$ cat config.mk
export PLATFORM = sky130hd
export DESIGN_NAME = wb_write_stage
export DESIGN_NICKNAME = d
export VERILOG_FILES = /design/src/rtl/wb_write_stage.sv
export SDC_FILE = /design/constraint.sdc
export NUM_CORES = 1
export LEC_CHECK = 0
export CORE_ASPECT_RATIO = 1.75
export CORE_MARGIN = 3
export CORE_UTILIZATION = 45
export CTS_CLUSTER_DIAMETER = 120
export CTS_CLUSTER_SIZE = 20
export DETAILED_ROUTE_END_ITERATION = 6
export GPL_TIMING_DRIVEN = 0
export PLACE_DENSITY = 0.95
export SETUP_SLACK_MARGIN = 0.1
export SLEW_MARGIN = 20
export SYNTH_ARGS = -nofsm -noshare
export SYNTH_HDL_FRONTEND = slang
export SYNTH_SLANG_ARGS = --single-unit
$ cat constraint.sdc
create_clock -name clk -period 5.62 [get_ports clk]
set_clock_uncertainty 0.1 [all_clocks]
set_input_delay 1.686 -clock clk [delete_from_list [all_inputs] [get_ports clk]]
set_output_delay 1.686 -clock clk [all_outputs]
set_load 0.1 [all_outputs]
$ cat src/rtl/wb_write_stage.sv
// wb_write_stage: write side of the 8x8 register file. Buffers execute-stage
// results in a 2-entry circular FIFO and retires one entry per enabled cycle.
// Optional feature macro: WB_FORWARD_EN adds operand forwarding from pending
// entries to the decode-stage read ports. Without it, the read data passes through.
module wb_write_stage #(
  parameter int unsigned DEPTH = 2,
  parameter int unsigned DW    = 8,
  parameter int unsigned AW    = 3
) (
  input  logic          clk,
  input  logic          reset,
  input  logic          ex_valid,
  output logic          ex_ready,
  input  logic          ex_regwrite,
  input  logic [AW-1:0] ex_rd,
  input  logic [DW-1:0] ex_result,
  input  logic          wb_enable,
  output logic          RegWrite,
  output logic [AW-1:0] Write_Reg,
  output logic [DW-1:0] Write_Data,
  input  logic [AW-1:0] id_rs,
  input  logic [AW-1:0] id_rt,
  input  logic [DW-1:0] id_rs_data,
  input  logic [DW-1:0] id_rt_data,
  output logic [DW-1:0] fwd_rs_data,
  output logic [DW-1:0] fwd_rt_data,
  output logic [7:0]    retire_count
);

  localparam int unsigned CNT_W = 2;
  localparam int unsigned RC_W  = 8;
  localparam logic [CNT_W-1:0] FULL = CNT_W'(DEPTH);

  // Buffer storage and control state
  logic              ent_rw_q   [DEPTH];
  logic [AW-1:0]     ent_rd_q   [DEPTH];
  logic [DW-1:0]     ent_data_q [DEPTH];
  logic              ent_rw_d   [DEPTH];
  logic [AW-1:0]     ent_rd_d   [DEPTH];
  logic [DW-1:0]     ent_data_d [DEPTH];
  logic [CNT_W-1:0]  count_q, count_d;
  logic              head_q, head_d;
  logic              tail_q, tail_d;
  logic [RC_W-1:0]   retire_q, retire_d;
  logic              ready_q, ready_d;

  logic              head_vld;
  logic              enq;
  logic              deq;

  // Next-state: enqueue at tail, dequeue at head, track occupancy and retirements
  always_comb begin
    head_vld   = reset && (count_q != '0);
    enq        = ex_valid && ready_q;
    deq        = wb_enable && head_vld;
    count_d    = count_q;
    head_d     = head_q;
    tail_d     = tail_q;
    retire_d   = retire_q;
    ent_rw_d   = ent_rw_q;
    ent_rd_d   = ent_rd_q;
    ent_data_d = ent_data_q;

    if (enq) begin
      ent_rw_d[tail_q]   = ex_regwrite;
      ent_rd_d[tail_q]   = ex_rd;
      ent_data_d[tail_q] = ex_result;
      tail_d             = ~tail_q;
    end

    if (deq) begin
      head_d   = ~head_q;
      retire_d = retire_q + RC_W'(1);
    end

    case ({enq, deq})
      2'b10:   count_d = count_q + CNT_W'(1);
      2'b01:   count_d = count_q - CNT_W'(1);
      default: count_d = count_q;
    endcase

    // Ready is registered from next occupancy, so it never depends on wb_enable combinationally
    ready_d = (count_d < FULL);
  end

  // State register with synchronous active-low reset discarding all pending entries
  always_ff @(posedge clk) begin
    if (!reset) begin
      count_q  <= '0;
      head_q   <= 1'b0;
      tail_q   <= 1'b0;
      retire_q <= '0;
      ready_q  <= 1'b0;
      for (int i = 0; i < int'(DEPTH); i++) begin
        ent_rw_q[i]   <= 1'b0;
        ent_rd_q[i]   <= '0;
        ent_data_q[i] <= '0;
      end
    end else begin
      count_q    <= count_d;
      head_q     <= head_d;
      tail_q     <= tail_d;
      retire_q   <= retire_d;
      ready_q    <= ready_d;
      ent_rw_q   <= ent_rw_d;
      ent_rd_q   <= ent_rd_d;
      ent_data_q <= ent_data_d;
    end
  end

  // Register-file write port driven straight from the head entry; silent during reset
  always_comb begin
    RegWrite   = 1'b0;
    Write_Reg  = '0;
    Write_Data = '0;
    if (head_vld) begin
      RegWrite   = ent_rw_q[head_q] && wb_enable;
      Write_Reg  = ent_rd_q[head_q];
      Write_Data = ent_data_q[head_q];
    end
  end

  assign ex_ready     = ready_q;
  assign retire_count = retire_q;

`ifdef WB_FORWARD_EN
  logic newer_vld;
  logic newer_idx;

  // Forward from the newest matching pending entry; the newer entry overrides the head
  always_comb begin
    newer_vld   = reset && (count_q == FULL);
    newer_idx   = ~head_q;
    fwd_rs_data = id_rs_data;
    fwd_rt_data = id_rt_data;
    if (head_vld && ent_rw_q[head_q] && (ent_rd_q[head_q] == id_rs)) begin
      fwd_rs_data = ent_data_q[head_q];
    end
    if (newer_vld && ent_rw_q[newer_idx] && (ent_rd_q[newer_idx] == id_rs)) begin
      fwd_rs_data = ent_data_q[newer_idx];
    end
    if (head_vld && ent_rw_q[head_q] && (ent_rd_q[head_q] == id_rt)) begin
      fwd_rt_data = ent_data_q[head_q];
    end
    if (newer_vld && ent_rw_q[newer_idx] && (ent_rd_q[newer_idx] == id_rt)) begin
      fwd_rt_data = ent_data_q[newer_idx];
    end
  end
`else
  // Read addresses are only needed for forwarding
  logic unused_id_addr;
  assign unused_id_addr = ^{id_rs, id_rt};

  // Plain pass-through of register-file read data
  assign fwd_rs_data = id_rs_data;
  assign fwd_rt_data = id_rt_data;
`endif

endmodule

==> metrics.md, run 1 <==
| Metric | Value |
|---|---|
| Achievable Freq | 184 MHz |
| R2R Setup Slk | 3.58 ns |
| Gate count after technology mapping | 210 |
| Antenna violations before repair | 0 |
| # setup viols final | 0 |
| Worst reg-to-reg path cell count | 5 |
| DIE AREA | 4560 sq um |
| Synth area leaders | dfxtp_1, nand2_1, a21oi_1 |
| Slowest CP cell | clkdlybuf4s50_1 |
| Startpoint types | input port |
| Mapped Area | 1690 sq um |
| Clock-pin slew on the worst setup and hold paths | 0.07 ns |
| GRT Residual Overflow | 0 |
| Final Util | 68.2% |
| Routed wire per std cell | 13.0 microns |
| Pin count of the biggest net entering global routing | 12 |
| Maximum resistive drop on vdd | 0.288 mV |
| DR iter-0 viols | 42 |
| Final Wtd Congestion | 0.817 |
| Final period utilization | 96.6% |
| Slowest cell delay on critical path | 1.13 ns |
| H-tree lvl count | 2 |
| RR Endpoint | ex_ready$_SDFF_PN0_ |
| Synth cell count leaders | nand2_1, dfxtp_1, a21oi_1 |
| Synth Register Bits | 37 |
| Cts hold-fix bufs | 0 |
| CP required | 3.83 ns |
| Critical Path, Cell by Cell | clkdlybuf4s50_1 -> o211ai_4 -> nor2_1 -> clkdlybuf4s50_1 |
| Seq. cell area | 741 sq um |
| WP data arrival | 3.64 ns |
| Area growth from synthesis to final layout | 41.3% |
| Clk Latency, worst-skew pair | 0.29 ns |
| Drt pass-1 iters | 5 |
| Core area | 3500 sq um |
| First-pass GRT wire length | 6.63 mm |
| Final Max Slew Viols | 0 |
| Top cell by count, worst path | clkdlybuf4s50_1 |
| Mapped Nets | 250 |
| Final min period | 5.43 ns |
| Cell accounting for the most synthesized area | dfxtp_1 |
| Vias in the first global route | 1590 |
| WHS Path Cells | 2 |
| Top-count cell post-synth | nand2_1 |
| Crit. End Element | output port |
| Die width | 52.3 microns |
| DRC | 0 |
| Tightest Hold Check Type | flop to flop |
| Ys async rst share | 0% |
| Slew headroom | 34.5% |
| Num CTS Buffers | 5 |
| Layout cells sized above 1 | 10.0% |
| # nets final | 308 |
| PwrDens | 289 nW/um^2 |
| Yosys Warn Count | 0 |
| Clock sink total | 37 |
| Seq/Total Area, Yosys | 43.8% |
| P_leak | 0.954 nW |
| Final hold vios | 0 |
| Area of the multi-input gates | 774 sq um |
| Status | complete, no violations |
| Min-delay src | ent_data_q[4]$_SDFFE_PN0P_ |
| Number of synthesized flops with an enable pin | 0 |
| Ports | 75 |
| Synth top area share | 43.8% |
| Via count | 1607 |
| Worst-path fanout max | 10 |
| MaxCap Viol Count | 0 |
| Post-DP HPWL | 2.98 mm |
| Slew @ Worst Pin | 0.982 ns |
| Die height | 87.1 microns |
| Total negative slack | 0 ns |
| Row count | 28 |
| Top FF cell, synth | dfxtp_1 |
| Hold EP | ent_data_q[4]$_SDFFE_PN0P_ |
| Library cells used by synthesis | 26 |
| Via/cell ratio | 5.12 |
| IO buf count | 51 |
| Tot GR Track Use | 19.2% |
| CTS tree | built |
| CP Class | input port to output port |
| Post-route ant nets | 0 |
| Ant. Diodes | 0 |
| Routed wire length | 4.07 mm |
| Post-Syn Area per Cell | 8.05 sq um |
| RSZ-0062 raised after global routing | no |
| R2r startpoint | count_q[0]$_SDFFE_PN0N_ |
| Initial core utilization | 48.2% |
| Clock buffer depth | 2 |
| Fillers | 292 |
| Clock root buffer master | clkbuf_8 |
==> layout by cell type, fill, tap and decap left out, types with 3 or more instances in the layout <==
master and instances:
clkdlybuf4s50_1 45, o21ai_0 3, dlymetal6s2s_1 6, buf_1 3, nand3_1 4, clkbuf_8 6, a21oi_1 29, buf_4 16
inv_1 3, nand2_1 56, xnor2_1 3, mux2i_1 14, dfxtp_1 37, clkbuf_1 7, nor2_1 16
==> through the flow <==
stage          total power [W]  worst slack [ns]  std cells  hold slack (ns)  cell area [sq um]
3_3_place_gp          0.000456             0.197        306            0.340               2260
6_report              0.000691             0.194        314            0.357               2390
4_1_cts               0.000691             0.179        314            0.356               2370
5_1_grt               0.000716             0.113        314            0.385               2390
2_1_floorplan         0.000416             0.382        210            0.336               1690
3_5_place_dp          0.000459             0.189        306            0.347               2260
==> power breakdown <==
| part | total [W] | switching, W | internal [W] |
|---|---|---|---|
| clock network | 0.000237 | 0.0000928 | 0.000145 |
| registers | 0.000287 | 0.0000119 | 0.000275 |
| logic | 0.000166 | 0.000114 | 0.0000523 |
| total | 0.000691 | 0.000218 | 0.000472 |
==> worst max-delay path, delay by kind of cell <==
kind | cells | cell delay, ns
AOI/OAI and AO/OA | 1 | 0.15
buffers and inverters | 2 | 1.67
and+or+nand+nor | 1 | 0.12
==> worst max path at each step <==
stage                         start             to  slack (ns)  cells past startpoint
after floorplan               reset  Write_Data[0]        0.38                      4
final                     wb_enable       RegWrite        0.19                      4
after CTS                 wb_enable       RegWrite        0.18                      4
after global routing      wb_enable       RegWrite        0.11                      4
after global placement        reset   Write_Reg[1]        0.20                      5
after detailed placement  wb_enable       RegWrite        0.19                      4
==> cell type report <==
type / count / area share, %
Clock buffer: 7 / 3.61
Clock inverter: 1 / 1.26
Timing Repair Buffer: 51 / 22.0
Buffer: 27 / 6.86
Multi-Input combinational cell: 143 / 32.4
Sequential cell: 37 / 31.0
Inverter: 3 / 0.471
Tap cell: 45 / 2.36
==> cells by family (layout without fill, tap and decap cells) <==
group                    Yosys count  count (layout)  share of synthesized area [%]
AO/OA/AOI/OAI                     36              36                           12.1
AND/OR/NAND/NOR                   86              86                           21.3
XOR/XNOR                           5               5                           2.59
multiplexers                      14              14                           8.29
adder cells (fa/ha/maj)            2               2                           1.48
flip-flops                        37              37                           43.8
buffers and inverters             30              89                           10.4
==> sequential cells by signal, indices dropped and copies added, names as in the netlist, named ones only <==
signal and cells:
count_q 1, ent_data_q 16, ent_rd_q 6, ent_rw_q 2, ex_ready 1, head_q 1, retire_count 8, tail_q 1
==> per-layer routing <==
metal | track usage [%] | share of wire [%]
met4 | 7.67 | 2.1
met1 | 18.9 | 37
met3 | 5.49 | 9.1
met5 | 0 | 0
met2 | 35.9 | 52
==> repair_timing <==
action / 4_1_cts / 5_1_grt
buffers inserted: 0 / 0
endpoints found under the setup margin: 0 / 6
gates resized for setup: 0 / 6
Note: power is estimated with default switching activity, not from simulation.
==> inputs of run 2 (changes only) <==
--- a/config.mk
+++ b/config.mk
@@ -5,14 +5,15 @@
 export SDC_FILE = /design/constraint.sdc
 export NUM_CORES = 1
 export LEC_CHECK = 0
+export CELL_PAD_IN_SITES_DETAIL_PLACEMENT = 0
+export CELL_PAD_IN_SITES_GLOBAL_PLACEMENT = 1
 export CORE_ASPECT_RATIO = 1.75
-export CORE_MARGIN = 3
-export CORE_UTILIZATION = 45
+export CORE_UTILIZATION = 31
 export CTS_CLUSTER_DIAMETER = 120
 export CTS_CLUSTER_SIZE = 20
 export DETAILED_ROUTE_END_ITERATION = 6
 export GPL_TIMING_DRIVEN = 0
-export PLACE_DENSITY = 0.95
+export PLACE_DENSITY = 0.94
 export SETUP_SLACK_MARGIN = 0.1
 export SLEW_MARGIN = 20
 export SYNTH_ARGS = -nofsm -noshare
==> run 2 against run 1 <==
Net effect: cell count is 3.2% higher; critical path type unchanged; via count is 1.7% lower; worst setup slack better by 0.010 ns; largest power group unchanged; total power is 0.18% lower; sequential power hardly changed; design area is 0.42% higher; count of clock-buffer cells in the layout stayed put; non-clock buffer count stayed put; sequential share of layout area is 0.13 points lower; the flow now finishes with violations (DRC).
==> metrics.md, run 2 (synthesized netlist as in run 1, its figures left out) <==
| Metric | Value |
|---|---|
| Startpoint types | input port |
| # nets final | 308 (unchanged) |
| WP data arrival | 3.63 ns (about the same) |
| Tot GR Track Use | 14.7% (-4.6 points) |
| Final period utilization | 96.4% (-0.19 points) |
| Slew headroom | 34.5% (about the same) |
| Kind of cell adding the most delay to the critical path | buffers and inverters |
| Layout cells sized above 1 | 10.0% (unchanged) |
| Final Max Slew Viols | 0 (unchanged) |
| Most frequent cells in the layout | nand2_1, clkdlybuf4s50_1, dfxtp_1, a21oi_1 |
| Fillers | 548 (+88%) |
| H-tree lvl count | 2 (unchanged) |
| Area growth from synthesis to final layout | 41.9% |
| Final min period | 5.42 ns (-0.0105 ns) |
| CTS tree | built |
| Clock buffer depth | 2 (unchanged) |
| Achievable Freq | 185 MHz (+0.19%) |
| Clock-pin slew on the worst setup and hold paths | 0.07 ns (about the same) |
| CP Class | input port to output port |
| MaxCap Viol Count | 0 (unchanged) |
| CP Buf/Inv Count | 2 (unchanged) |
| R2r startpoint | count_q[0]$_SDFFE_PN0N_ |
| Finished Cell Area | 2400 sq um (+0.42%) |
| Slowest CP cell | clkdlybuf4s50_1 |
| Largest Register | ent_data_q |
| Switch Pwr | 0.000217 W (-0.56%) |
| Sw Ratio | 31.5% (-0.12 points) |
| # setup viols final | 0 (unchanged) |
| Crit. End Element | output port |
| Row count | 35 (+25%) |
| Final Wtd Congestion | 0.747 (-8.6%) |
| Slew @ Worst Pin | 0.980 ns (-0.00177 ns) |
| Clock sink total | 37 (unchanged) |
| Min-delay src | ent_data_q[7]$_SDFFE_PN0P_ |
| Drt pass-1 iters | 6 (+1) |
| Placed cell count | 316 (+3.3%) |
| Total negative slack | 0 ns (unchanged) |
| Core area | 5260 sq um (+50%) |
| Maximum resistive drop on vdd | 0.187 mV (-35%) |
| Sequential power share | 41.5% (about the same) |
| Post-route ant nets | 0 (unchanged) |
| Worst-path fanout max | 10 (unchanged) |
| Via/cell ratio | 4.88 (-4.7%) |
| PwrDens | 287 nW/um^2 (-0.59%) |
| RSZ-0062 raised after global routing | no |
| Post-DP HPWL | 3.06 mm (+3.0%) |
| Pin count of the biggest net entering global routing | 12 (unchanged) |
| Max reg flops | 16 (unchanged) |
| Finished Layout Cells | 324 (+3.2%) |
| Antenna violations before repair | 0 (unchanged) |
| Num CTS Buffers | 5 (unchanged) |
| Post-detailed-placement cell area | 2270 sq um (+0.55%) |
| First-pass GRT wire length | 6.43 mm (-3.0%) |
| Clock root buffer master | clkbuf_8 |
| Most common cell after layout, fill and taps aside | nand2_1 |
| Vias in the first global route | 1470 (-7.5%) |
| Clk Latency, worst-skew pair | 0.29 ns (about the same) |
| P_leak | 0.936 nW (-2.0%) |
| Comb pwr share | 24.2% (+0.2 points) |
| DR iter-0 viols | 34 (-19%) |
| Internal power | 0.000472 W (about the same) |
| Slowest cell delay on critical path | 1.14 ns (about the same) |
| Ports | 75 (unchanged) |
| Setup crit start | wb_enable |
| Initial core utilization | 32.2% (-16 points) |
| Die height | 99.7 microns (+14%) |
| Routed wire per std cell | 12.7 microns (-1.8%) |
| Routed wire length | 4.13 mm (+1.3%) |
| Final hold vios | 0 (unchanged) |
| Top cell by count, worst path | clkdlybuf4s50_1 |
| Via count | 1580 (-1.7%) |
| Critical Path, Cell by Cell | clkdlybuf4s50_1 -> o211ai_4 -> nor2_1 -> clkdlybuf4s50_1 |
| IO buf count | 51 (unchanged) |
| Ant. Diodes | 0 (unchanged) |
| Failing checks | DRC |
| Clock power frac | 34.3% (about the same) |
| DRC | 8 (+8) |
| GRT Residual Overflow | 0 (unchanged) |
| Status | complete, but fails checks |
| Tightest Hold Check Type | flop to flop |
| Hold WS | 0.356 ns (-0.00142 ns) |
| CP required | 3.83 ns (about the same) |
| Die width | 57.8 microns (+10%) |
| DIE AREA | 5760 sq um (+26%) |
==> run 2: per-layer routing <==
| layer | up-vias | part of all wire (%) | global-route usage, % |
|---|---|---|---|
| met5 | - | 0 | 0 |
| met4 | 0 | 1.4 | 6.59 |
| met3 | 4 | 7.1 | 3.90 |
| met2 | 58 | 53 | 27.6 |
| met1 | 722 | 39 | 14.3 |
| li1 | 796 | - | - |
==> run 2: power by group through the flow <==
stage | registers (W) | logic (W) | clock network (W)
after global placement | 0.000292 | 0.000167 | 0
final | 0.000286 | 0.000167 | 0.000236
after CTS | 0.000286 | 0.000169 | 0.000242
after global routing | 0.000288 | 0.000177 | 0.000252
after detailed placement | 0.000292 | 0.000168 | 0
after floorplan | 0.000304 | 0.000112 | 0
==> run 2: cell type report <==
| type | count | area [sq um] | area share [%] |
|---|---|---|---|
| plain buffers | 27 | 164 | 6.83 |
| clock buffers | 7 | 86.3 | 3.60 |
| clock inverters | 1 | 30.0 | 1.25 |
| inverters | 3 | 11.3 | 0.469 |
| multi-input cells | 143 | 774 | 32.3 |
| flip-flops and latches | 37 | 741 | 30.9 |
| well taps | 55 | 68.8 | 2.87 |
| repair buffers | 51 | 523 | 21.8 |
==> run 2: final timing paths <==
kind / end / slack, ns / depth (start not counted)
max: RegWrite / 0.20 / 4
min: ent_data_q[7]$_SDFFE_PN0P_ / 0.36 / 2
max reg2reg: ex_ready$_SDFF_PN0_ / 3.54 / 5
min reg2reg: ent_data_q[7]$_SDFFE_PN0P_ / 0.36 / 2
==> run 2: stage by stage <==
step | worst slack (ns) | util [%] | power (W)
3_3_place_gp | 0.177 | 43.2 | 0.000458
2_1_floorplan | 0.382 | - | 0.000416
6_report | 0.204 | 45.6 | 0.000689
5_1_grt | 0.101 | 45.6 | 0.000717
4_1_cts | 0.147 | 45.4 | 0.000697
3_5_place_dp | 0.131 | 43.2 | 0.000460
==> run 2: tightest hold or removal path: stages, from the launching register on <==
cell and delay [ns]:
dfxtp_1 0.31, nand2_1 0.05, a21oi_1 0.05
==> run 2: timing repair <==
item	4_1_cts	5_1_grt
hold buffers	0	0
gates resized for setup	0	5
buffers inserted	0	0
setup endpoints to repair	0	5
==> inputs of run 3 (changes only) <==
--- a/config.mk
+++ b/config.mk
@@ -8,6 +8,7 @@
 export CELL_PAD_IN_SITES_DETAIL_PLACEMENT = 0
 export CELL_PAD_IN_SITES_GLOBAL_PLACEMENT = 1
 export CORE_ASPECT_RATIO = 1.75
+export CORE_MARGIN = 2
 export CORE_UTILIZATION = 31
 export CTS_CLUSTER_DIAMETER = 120
 export CTS_CLUSTER_SIZE = 20
==> run 3 against run 2 <==
Net effect: combinational power hardly changed; die area rose by 5.5%; the flow now finishes without violations; wire length rose by 0.99%; sequential power about the same; non-clock buffer count unchanged; register-to-register slack barely moved; worst setup slack hardly changed; design area fell by 0.31%; core utilization shrank 0.14 points; fmax about the same; cell count unchanged.
==> metrics.md, run 3 (synthesized netlist as in run 1, its figures left out) <==
| Metric | Value |
|---|---|
| CP required | 3.83 ns (about the same) |
| Sw Ratio | 31.6% (+0.058 points) |
| Top cell by count, worst path | clkdlybuf4s50_1 |
| Clock root buffer master | clkbuf_8 |
| Status | complete, no violations |
| Final period utilization | 96.4% (about the same) |
| Slowest CP cell | clkdlybuf4s50_1 |
| Stages on the worst setup path | 4 (unchanged) |
| RSZ-0062 raised after global routing | no |
| Postcts setup bufs | 0 (unchanged) |
| R2r startpoint | count_q[0]$_SDFFE_PN0N_ |
| Final Util | 45.5% (-0.14 points) |
| Seq. cell area | 741 sq um (unchanged) |
| Num CTS Buffers | 5 (unchanged) |
| Cts hold-fix bufs | 0 (unchanged) |
| Ports | 75 (unchanged) |
| Setup crit start | wb_enable |
| Clock sink total | 37 (unchanged) |
| Routed wire length | 4.17 mm (+0.99%) |
| Slowest cell delay on critical path | 1.13 ns (about the same) |
| Slew headroom | 34.4% (-0.065 points) |
| Total negative slack | 0 ns (unchanged) |
| Max reg flops | 16 (unchanged) |
| Antenna violations before repair | 0 (unchanged) |
| Layout cells sized above 1 | 10.0% (unchanged) |
| Drt pass-1 iters | 5 (-1) |
| Core area | 5260 sq um (unchanged) |
| Via/cell ratio | 4.84 (-0.82%) |
| Largest Register | ent_data_q |
| Post-place setup slack | 0.146 ns (+0.0149 ns) |
| Tot GR Track Use | 14.0% (-0.62 points) |
| First-pass GRT wire length | 6.55 mm (+1.8%) |
| Slew @ Worst Pin | 0.981 ns (+0.000968 ns) |
| Pin count of the biggest net entering global routing | 12 (unchanged) |
| Kind of cell adding the most delay to the critical path | buffers and inverters |
| Min-delay src | ent_data_q[7]$_SDFFE_PN0P_ |
| CP Buf/Inv Count | 2 (unchanged) |
| Final Max Slew Viols | 0 (unchanged) |
| Worst-path fanout max | 10 (unchanged) |
| Comb pwr share | 24.2% (about the same) |
| Vias in the first global route | 1442 (-1.9%) |
| Worst reg-to-reg path cell count | 5 (unchanged) |
| DIE AREA | 6080 sq um (+5.5%) |
| Clk Latency, worst-skew pair | 0.29 ns (about the same) |
| Via count | 1567 (-0.82%) |
| Die width | 59.8 microns (+3.5%) |
| Maximum resistive drop on vdd | 0.167 mV (-11%) |
| PnR worst setup slack | 0.204 ns (-0.000296 ns) |
| Sequential power share | 41.5% (about the same) |
| Die height | 102 microns (+2.0%) |
| RR Endpoint | ex_ready$_SDFF_PN0_ |
| IO buf count | 51 (unchanged) |
| Final min period | 5.42 ns (+0.000296 ns) |
| MaxCap Viol Count | 0 (unchanged) |
| Post-route ant nets | 0 (unchanged) |
| Critical Path, Cell by Cell | clkdlybuf4s50_1 -> o211ai_4 -> nor2_1 -> clkdlybuf4s50_1 |
| Clock power frac | 34.3% (about the same) |
| CP Class | input port to output port |
| DRC | 0 (-8) |
| Tightest Hold Check Type | flop to flop |
| Final Wtd Congestion | 0.757 (+1.4%) |
| Clock buffer depth | 2 (unchanged) |
| Area of the multi-input gates | 774 sq um (unchanged) |
| CTS tree | built |
| Ant. Diodes | 0 (unchanged) |
| Final hold vios | 0 (unchanged) |
| Row count | 35 (unchanged) |
| Initial core utilization | 32.2% (unchanged) |
| Post_cts resized | 0 (unchanged) |
| Startpoint types | input port |
| H-tree lvl count | 2 (unchanged) |
| WP data arrival | 3.63 ns (about the same) |
| R2R Setup Slk | 3.54 ns (about the same) |
| # nets final | 308 (unchanged) |
| Area growth from synthesis to final layout | 41.5% |
| Internal power | 0.000472 W (about the same) |
| Crit. End Element | output port |
| Routed wire per std cell | 12.9 microns (+0.99%) |
| Post-DP HPWL | 3.14 mm (+2.4%) |
| Clock-pin slew on the worst setup and hold paths | 0.07 ns (about the same) |
| Achievable Freq | 185 MHz (about the same) |
| Most common cell after layout, fill and taps aside | nand2_1 |
| DR iter-0 viols | 31 (-8.8%) |
| Switch Pwr | 0.000218 W (+0.28%) |
| Most frequent cells in the layout | nand2_1, clkdlybuf4s50_1, dfxtp_1, a21oi_1 |
| Fillers | 534 (-2.6%) |
| GRT Residual Overflow | 0 (unchanged) |
| P_leak | 0.880 nW (-6.0%) |
| PwrDens | 289 nW/um^2 (+0.41%) |
| Hold EP | ent_data_q[7]$_SDFFE_PN0P_ |
| WHS Path Cells | 2 (unchanged) |
| # setup viols final | 0 (unchanged) |
[run 3: changes by cell type in the layout (fill, tap and decap cells not counted), sizes merged]
cell and change:
clkdlybuf4s50 +3, dlymetal6s2s -3
[run 3: final cells by class]
type                    instances  area share, %
inverters                       3          0.471
multi-input cells             143           32.4
clock buffers                   7           3.61
flip-flops and latches         37           31.0
well taps                      55           2.88
repair buffers                 51           21.6
clock inverters                 1           1.26
plain buffers                  27           6.86
[run 3: power groups by stage]
stage / clock (W) / sequential (W) / combinational (W)
after detailed placement: 0 / 0.000292 / 0.000168
after CTS: 0.000242 / 0.000286 / 0.000169
after floorplan: 0 / 0.000304 / 0.000112
after global routing: 0.000252 / 0.000288 / 0.000177
after global placement: 0 / 0.000292 / 0.000167
final: 0.000237 / 0.000286 / 0.000167
[run 3: worst max path at each step]
stage | endpoint | slack, ns
after CTS | Write_Reg[1] | 0.14
after global routing | Write_Data[6] | 0.10
final | RegWrite | 0.20
after floorplan | Write_Data[0] | 0.38
after global placement | Write_Reg[1] | 0.14
after detailed placement | Write_Reg[1] | 0.15
[run 3: per-stage QoR]
stage,power [W],cell area (sq um),instances,hold slack (ns)
2_1_floorplan,0.000416,1690,210,0.336
5_1_grt,0.000717,2390,324,0.375
6_report,0.000690,2390,324,0.355
3_5_place_dp,0.000461,2270,316,0.348
3_3_place_gp,0.000458,2270,316,0.341
4_1_cts,0.000697,2390,324,0.358
[run 3: layer usage]
layer	vias up	GRT usage [%]	share of wire, %
met5	-	0	0
met3	6	3.19	6.3
met1	712	15.8	41
met2	55	24.4	51
met4	0	6.15	1.8
li1	794	-	-
[run 3: worst register-to-register path, stage by stage, from the launching register on]
cell and delay [ns]:
dfxtp_1 0.38, o211ai_4 0.33, inv_1 0.20, ha_1 0.37
or3_1 0.40, and3_1 0.19
